### config.mk
export PLATFORM = sky130hd
export DESIGN_NAME = uart_tx_arbiter
export DESIGN_NICKNAME = d
export VERILOG_FILES = /design/src/rtl/uart_tx_arbiter.sv
export SDC_FILE = /design/constraint.sdc
export NUM_CORES = 1
export LEC_CHECK = 0
export CORE_MARGIN = 2
export CORE_UTILIZATION = 47
export DETAILED_ROUTE_END_ITERATION = 8
export GPL_ROUTABILITY_DRIVEN = 0
export GPL_TIMING_DRIVEN = 0
export PLACE_DENSITY = 0.76
export SLEW_MARGIN = 20
export SYNTH_ARGS = -nofsm -noshare
export SYNTH_HDL_FRONTEND = slang
export SYNTH_SLANG_ARGS = --single-unit
### constraint.sdc
create_clock -name clk -period 2 [get_ports clk]
set_input_delay 0.4 -clock clk [delete_from_list [all_inputs] [get_ports clk]]
set_output_delay 0.4 -clock clk [all_outputs]
set_load 0.05 [all_outputs]
### src/rtl/uart_tx_arbiter.sv
// rtl/uart_tx_arbiter.sv - round-robin byte arbiter with packet lock in front of a UART TX core
module uart_tx_arbiter #(
  parameter int N_REQ        = 2,
  parameter int IDX_W        = 1,
  parameter int LOCK_TIMEOUT = 1000,
  parameter int TO_W         = 16
) (
  input  logic                 clk,
  input  logic                 rstn,
  input  logic [N_REQ-1:0]     req_valid,
  input  logic [8*N_REQ-1:0]   req_data,
  input  logic [N_REQ-1:0]     req_last,
  output logic [N_REQ-1:0]     req_ready,
  input  logic                 tx_ready,
  output logic [7:0]           t_data,
  output logic                 t_valid,
  output logic [IDX_W-1:0]     owner,
  output logic                 locked,
  output logic                 busy
);

  typedef enum logic [1:0] {
    IDLE = 2'd0,
    SEND = 2'd1,
    GAP  = 2'd2
  } state_e;

  // Final count value before the lock is dropped; unused when the timeout is disabled.
  localparam logic [TO_W-1:0] TO_LAST = TO_W'((LOCK_TIMEOUT > 0) ? (LOCK_TIMEOUT - 1) : 0);

  state_e            state_q;
  logic [7:0]        buf_q;
  logic              t_valid_q;
  logic [IDX_W-1:0]  owner_q;
  logic              locked_q;
  logic [IDX_W-1:0]  rr_ptr_q;
  logic [TO_W-1:0]   to_cnt_q;

  logic [IDX_W-1:0]  sel_idx;
  logic              sel_vld;
  logic [IDX_W-1:0]  rr_ptr_d;

  // Pick the requester to serve: the lock owner, or the first valid one from rr_ptr onwards.
  always_comb begin
    int idx;
    idx     = 0;
    sel_idx = owner_q;
    sel_vld = 1'b0;
    if (locked_q) begin
      sel_idx = owner_q;
      sel_vld = req_valid[owner_q];
    end else begin
      // Walk offsets from farthest to nearest so the nearest valid index wins.
      for (int j = N_REQ - 1; j >= 0; j--) begin
        idx = int'(rr_ptr_q) + j;
        if (idx >= N_REQ) begin
          idx = idx - N_REQ;
        end
        if (req_valid[idx]) begin
          sel_idx = IDX_W'(idx);
          sel_vld = 1'b1;
        end
      end
    end
  end

  // Rotation pointer resumes just past the requester being accepted.
  always_comb begin
    rr_ptr_d = sel_idx + IDX_W'(1);
    if (sel_idx == IDX_W'(N_REQ - 1)) begin
      rr_ptr_d = '0;
    end
  end

  // Ready only in IDLE and only to the selected requester; tx_ready never reaches here.
  always_comb begin
    req_ready = '0;
    if ((state_q == IDLE) && sel_vld) begin
      req_ready[sel_idx] = 1'b1;
    end
  end

  // Main FSM: accept a byte, hold it on t_data until taken, then one idle gap cycle.
  always_ff @(posedge clk) begin
    if (!rstn) begin
      state_q   <= IDLE;
      buf_q     <= 8'h00;
      t_valid_q <= 1'b0;
      owner_q   <= '0;
      locked_q  <= 1'b0;
      rr_ptr_q  <= '0;
      to_cnt_q  <= '0;
    end else begin
      case (state_q)
        IDLE: begin
          if (sel_vld) begin
            buf_q     <= req_data[8*sel_idx +: 8];
            owner_q   <= sel_idx;
            locked_q  <= ~req_last[sel_idx];
            rr_ptr_q  <= rr_ptr_d;
            to_cnt_q  <= '0;
            t_valid_q <= 1'b1;
            state_q   <= SEND;
          end else if (locked_q && (LOCK_TIMEOUT != 0)) begin
            // Owner is stalled mid-packet: count idle cycles and drop the lock at the limit.
            if (to_cnt_q == TO_LAST) begin
              locked_q <= 1'b0;
              to_cnt_q <= '0;
            end else begin
              to_cnt_q <= to_cnt_q + TO_W'(1);
            end
          end
        end
        SEND: begin
          if (tx_ready) begin
            t_valid_q <= 1'b0;
            state_q   <= GAP;
          end
        end
        GAP: begin
          // Lets a transmitter whose tx_ready drops one cycle late settle before the next byte.
          state_q <= IDLE;
        end
        default: begin
          state_q <= IDLE;
        end
      endcase
    end
  end

  assign t_data  = buf_q;
  assign t_valid = t_valid_q;
  assign owner   = owner_q;
  assign locked  = locked_q;
  assign busy    = (state_q != IDLE);

endmodule

==> out/qor.yml, run 1 <==
final_layout:
  nets: 258
  seq_area_um2: 603
  fin_cells: 281
  multi_input_area_um2: 948
  drive_above_1_share_pct: 17.9
  insertedDiodeCount: 0
  utilization_pct: 65.9
  nFillCells: 286
  syn_to_final_growth_pct: 36.0
placed_design:
  io_buffers: 35
  place_inst: 266
  dpl.hpwl_um: 2910
  pre_cts_ws_ns: -1.13
logic_synthesis:
  async_reset_ff_share_pct: 0
  yosysSeqAreaShare_pct: 37.7
  yosys.area.top_type: "dfxtp_1"
  synthesis.area_um2: 1590
  synth_area_leaders: "dfxtp_1, mux2i_1, nor2_1, nand2_1, a21oi_1"
  synth_cell_types: 46
  yosys_register_bits: 30
  syn_nets: 209
  syn_area_per_cell_um2: 8.61
  synthCells: 185
  synth-edff-count: 0
  ys_warn_count: 0
  netlist.area_leader.share_pct: 37.7
  synthFlopType: "dfxtp_1"
power_and_ir_drop:
  netSwitchingFraction_pct: 35.5
  p_per_area_nw_per_um2: 757
  power.switching_mw: 0.582
  p_total_mw: 1.64
  sequentialPowerShare_pct: 41.2
  p_leak_nw: 0.847
  vdd_drop_max_uv: 568
  p_comb_share_pct: 36.0
  internal-power_mw: 1.06
  p_clk_share_pct: 22.8
floorplanning:
  dieWidth_um: 62.2
  fp-row-count: 21
  dieHeight_um: 62.2
  ioPinCount: 37
  core_region_area_um2: 3280
  dieArea_um2: 3870
  start_util_pct: 48.5
outcome:
  failed_checks: "setup timing"
  status: "finished with violations"
sta:
  worst_slew_pin_slew_ns: 0.513
  grt_setup_unrepaired: "yes"
  postLayoutSetupSlackWorst_ns: -0.0205
  hold_viol_final: 0
  slew_headroom_pct: 65.7
  max_freq_mhz: 495
  period_needed_ns: 2.02
  fin_tns_setup_ns: -0.0205
  drv_slew: 0
  setup_viol: 1
  fin_skew_ns: 0.00476
  period_share_pct: 101
routing:
  num_vias: 1582
  drc_errors: 0
  routed_wl_um: 4060
  ant_nets: 0
  drt_iter0_drc: 90
  drtPass1Iterations: 4
  avgRoutedWirePerCell_um: 14.5
  routed_via_density: 5.63
global_routing:
  grt_max_degree: 11
  grt_util_met3_pct: 6.16
  busiest_layer: "met2"
  grt_first_pass_wirelength_um: 7090
  grt_use_met1_pct: 24.6
  gr-total-overflow: 0
  track_usage_pct: 22.7
  grt_antenna_before_repair: 0
  met2_usage_pct: 41.4
  grt_pass1_vias: 1609
critical_path:
  cp.required_ns: 1.60
  path_class: "flip-flop to output pin"
  cp_data_arrival_time_ns: 1.62
  start_kind: "flip-flop"
  crit_path_end_kind: "output pin"
  cp_max_fo: 4
worst_hold_path:
  hp-class: "flip-flop to flip-flop"
clock_tree:
  cts.clk_slew.worst_paths_ns: 0.09
  clk_latency_ns: 0.32
  cts_max_level: 2
  clock_path_buffers: 2
  cts-root-buf: "clkbuf_4"
  cts_num_sinks: 30
  numCtsBuffers: 5
  tritoncts: "built"
run:
  cap_viol_max_count: 0
[critical path, cell delays in order (launching register included)]
cell and delay (ns):
dfxtp_2 0.35, mux2i_2 0.21, o2bb2ai_2 0.15, buf_6 0.14, nor2_2 0.03, buf_4 0.14
and2_4 0.14, buf_8 0.14
[kinds of logic after synthesis]
kind of cell / Yosys count / synth area share (%)
AO/OA/AOI/OAI: 48 / 19.1
XOR/XNOR: 3 / 1.65
AND/OR/NAND/NOR: 79 / 29.0
flip-flops: 30 / 37.7
multiplexers: 11 / 6.99
adder cells (fa/ha/maj): 1 / 0.785
buffers and inverters: 13 / 4.79
[routing by layer]
layer	part of all wire (%)	wire, um
met1	41	1650
met2	53	2140
met3	5.4	218
met4	1.4	58
met5	0	0
[power groups by stage]
stage               registers (mW)  logic (mW)  clock network (mW)
floorplan                    0.799       0.244                   0
global placement             0.686       0.527                   0
detailed placement           0.688       0.535                   0
CTS                          0.674       0.586               0.377
global route                 0.682       0.626               0.414
finish                       0.675       0.589               0.374
[final cells by class]
| class | instances | area share (%) |
|---|---|---|
| multi-input cells | 142 | 43.8 |
| flip-flops and latches | 30 | 27.8 |
| repair buffers | 42 | 18.7 |
| plain buffers | 10 | 3.70 |
| well taps | 46 | 2.66 |
| clock buffers | 7 | 2.54 |
| inverters | 3 | 0.520 |
| clock inverters | 1 | 0.231 |
[flip-flops by register name, summed over array words and instances, names as in the netlist]
| register | count |
|---|---|
| t_data | 8 |
| rr_ptr_q | 1 |
| state_q | 2 |
| to_cnt_q | 16 |
| owner | 1 |
| t_valid | 1 |
| locked | 1 |
[synth_stat cells (3+ instances only)]
master and count:
a211oi_1 8, a21oi_1 12, and4_1 4, buf_2 4, buf_6 3, clkbuf_1 3
dfxtp_1 30, inv_1 3, mux2i_1 10, nand2_1 17, nand3_1 9, nor2_1 18
nor2b_1 5, nor3_1 4, o21ai_0 12, xnor2_1 3
[timing repair]
| action | CTS | global route |
|---|---|---|
| gates resized for setup | 27 | 5 |
| pin swaps | 1 | 1 |
| buffers inserted | 7 | 0 |
| endpoints found under the setup margin | 3 | 4 |
| hold buffers | 0 | 0 |
[layout by cell type, fill, tap and decap left out, types with 2 or more instances in the layout]
master           count
a211oi_1             8
a21oi_1             12
a311oi_1             2
a31oi_1              2
and2_4               3
and3_1               2
and4_1               4
buf_4                8
buf_6                6
clkbuf_1             4
clkbuf_4             5
clkdlybuf4s50_1     29
dfxtp_1             28
dfxtp_2              2
inv_1                3
mux2i_1              9
nand2_1             17
nand3_1              9
nand4_1              2
nor2_1              17
nor2_2               2
nor2b_1              5
nor3_1               3
nor4_2               2
o21ai_0             12
o21ai_1              2
o2bb2ai_2            2
or4_1                2
xnor2_1              3
[path summary, 6_finish.rpt]
kind	start	endpoint	slack, ns	cells past startpoint
worst max register to register	to_cnt_q[0]	locked	0.17	7
worst max-delay path	owner	req_ready[0]	-0.02	7
worst min-delay path	to_cnt_q[1]	to_cnt_q[1]	0.49	2
worst min register to register	to_cnt_q[1]	to_cnt_q[1]	0.49	2
[metrics by stage]
step / hold WS, ns / cell area (um2)
after floorplan: 0.458 / 1610
after global placement: 0.472 / 2020
after detailed placement: 0.484 / 2020
after CTS: 0.498 / 2160
after global routing: 0.535 / 2170
final: 0.495 / 2170
(Power assumes the default switching activity.)
==> run 2: changes to the inputs <==
Settings changed: CORE_UTILIZATION 47 to 49, GPL_TIMING_DRIVEN 0 to unset, PLACE_DENSITY 0.76 to 0.79.
==> run 2 against run 1 <==
Effect of this change: the run now ends clean; fmax grew 3.6%; utilization grew 4.4 points; sequential share of layout area increased by 0.25 points; sequential power up 0.6%; non-clock buffer count shrank 7; clock power is 34% higher; register-to-register slack is essentially flat; combinational power shrank 2%; largest power group unchanged.
==> out/qor.yml, run 2 (synthesis results as in run 1) <==
critical_path:
  crit_chain: "mux2i_2, o2bb2ai_2, nor2_1, and2_2, buf_12"
  cp_slowest_cell: "dfxtp_4"
  max_stage_delay_ns: 0.39  # +0.04 ns
  cp_data_arrival_time_ns: 1.55  # -0.07 ns
  path_class: "flip-flop to output pin"
  crit_family: "flip-flops"
  crit_path_end_kind: "output pin"
  cp.buffers_inverters: 1  # -2
  start_kind: "flip-flop"
  cp_max_fo: 4  # unchanged
  cp.required_ns: 1.60  # about the same
  reg2reg_slack_ns: 0.18  # about the same
final_layout:
  syn_to_final_growth_pct: 35.9  # about the same
  largest_reg_flops: 16  # unchanged
  regMostFlops: "to_cnt_q"
  utilization_pct: 70.3  # +4.4 points
  layout_common_cells: "clkdlybuf4s50_1, dfxtp_1, nor2_1"
  drive_above_1_share_pct: 16.7  # -1.1 points
  insertedDiodeCount: 0  # unchanged
  final_common_cell: "clkdlybuf4s50_1"
  nets: 251  # -2.7%
sta:
  drv_slew: 0  # unchanged
  hold_viol_final: 0  # unchanged
  grt_setup_unrepaired: "yes"
  period_share_pct: 97.5  # -3.5 points
  fin_skew_ns: 0.00809  # +0.00334 ns
  slew_headroom_pct: 64.7  # -0.99 points
  max_freq_mhz: 513  # +3.6%
  worst_slew_pin_slew_ns: 0.528  # +0.0147 ns
  postLayoutSetupSlackWorst_ns: 0.0497  # +0.0702 ns
  period_needed_ns: 1.95  # -0.0702 ns
  setup_viol: 0  # -1
routing:
  avgRoutedWirePerCell_um: 15.1  # +4.4%
  drtPass1Iterations: 4  # unchanged
  ant_nets: 0  # unchanged
  num_vias: 1569  # -0.82%
  routed_wl_um: 4090  # +0.69%
  routed_via_density: 5.79  # +2.8%
  drt_iter0_drc: 93  # +3.3%
  drc_errors: 0  # unchanged
floorplanning:
  dieArea_um2: 3720  # -3.8%
  dieHeight_um: 61.0  # -1.9%
  core_region_area_um2: 3080  # -6.3%
  ioPinCount: 37  # unchanged
  start_util_pct: 51.7  # +3.3 points
  fp-row-count: 20  # -4.8%
  dieWidth_um: 61.0  # -1.9%
global_routing:
  grt_max_degree: 20  # +9
  grt_pass1_vias: 1531  # -4.8%
  track_usage_pct: 25.3  # +2.7 points
  grt_first_pass_wirelength_um: 6820  # -3.8%
  grt_antenna_before_repair: 0  # unchanged
  gr-total-overflow: 0  # unchanged
placed_design:
  dpl.hpwl_um: 3060  # +5.1%
  pre_cts_ws_ns: -0.255  # +0.872 ns
  io_buffers: 36  # +2.9%
clock_tree:
  cts.clk_slew.worst_paths_ns: 0.09  # about the same
  clk_latency_ns: 0.34  # +0.02 ns
  cts_num_sinks: 30  # unchanged
  tritoncts: "built"
  cts_max_level: 2  # unchanged
  clock_path_buffers: 2  # unchanged
  cts_hold_buf: 0  # unchanged
  cts-root-buf: "clkbuf_4"
  numCtsBuffers: 5  # unchanged
power_and_ir_drop:
  p_per_area_nw_per_um2: 813  # +7.5%
  p_leak_nw: 0.853  # +0.71%
  p_total_mw: 1.76  # +7.4%
  vdd_drop_max_uv: 466  # -18%
outcome:
  status: "completed"
worst_hold_path:
  hp-class: "flip-flop to flip-flop"
run:
  cap_viol_max_count: 0  # unchanged
-- run 2: cell types whose count changed in the layout (fill, tap and decap cells not counted), moves of 2 or more --
cell,before,now
buf_6,6,1
clkbuf_1,4,0
buf_12,0,3
dfxtp_1,28,26
-- run 2: final cells by class --
class | instances | area [um2]
multi-input combinational | 142 | 945
fill | 237 | 913
sequential | 30 | 608
timing repair buffer | 45 | 464
tap | 44 | 55.1
clock buffer | 6 | 51.3
clock inverter | 1 | 30.0
inverter | 3 | 11.3
-- run 2: metal layers --
metal	vias up	GRT usage, %	routed length [um]
met5	-	0	0
met4	0	13.4	136
met3	13	8.40	241
met2	63	40.1	1960
met1	725	30.7	1750
li1	768	-	-
-- run 2: worst reg2reg max path: stages, from the launching register on --
cell	delay, ns
dfxtp_1	0.36
ha_1	0.27
and3_1	0.23
nand4_1	0.14
nand3_1	0.17
or4_1	0.50
o21ai_1	0.09
-- run 2: power by group --
part / internal [mW] / switching [mW]
Combinational: 0.242 / 0.339
Clock: 0.291 / 0.210
Sequential: 0.642 / 0.0365
-- run 2: through the flow --
step                      instances  setup TNS [ns]  area [um2]  hold slack, ns
after floorplan                 185               0        1610           0.458
after global placement          264          -0.459        2060           0.474
after detailed placement        264           -2.24        2060           0.485
after CTS                       271               0        2150           0.507
after global routing            271         -0.0281        2160           0.530
final                           271               0        2160           0.500
-- run 2: worst paths after layout --
check | start | to | cells past startpoint
setup / recovery | owner | req_ready[0] | 5
hold / removal | state_q[0] | state_q[1] | 2
setup reg to reg | to_cnt_q[0] | to_cnt_q[3] | 6
hold reg to reg | state_q[0] | state_q[1] | 2
-- run 2: timing repair --
action | CTS | global route
endpoints found under the setup margin | 2 | 4
setup buffers | 0 | 0
gates resized for setup | 5 | 6
pin swaps | 0 | 1
==> run 3: changes to the inputs <==
Settings changed: CTS_CLUSTER_SIZE set to 14.
==> results of run 3 <==
No change in the layout: final DEF, timing and power equal those of run 2.
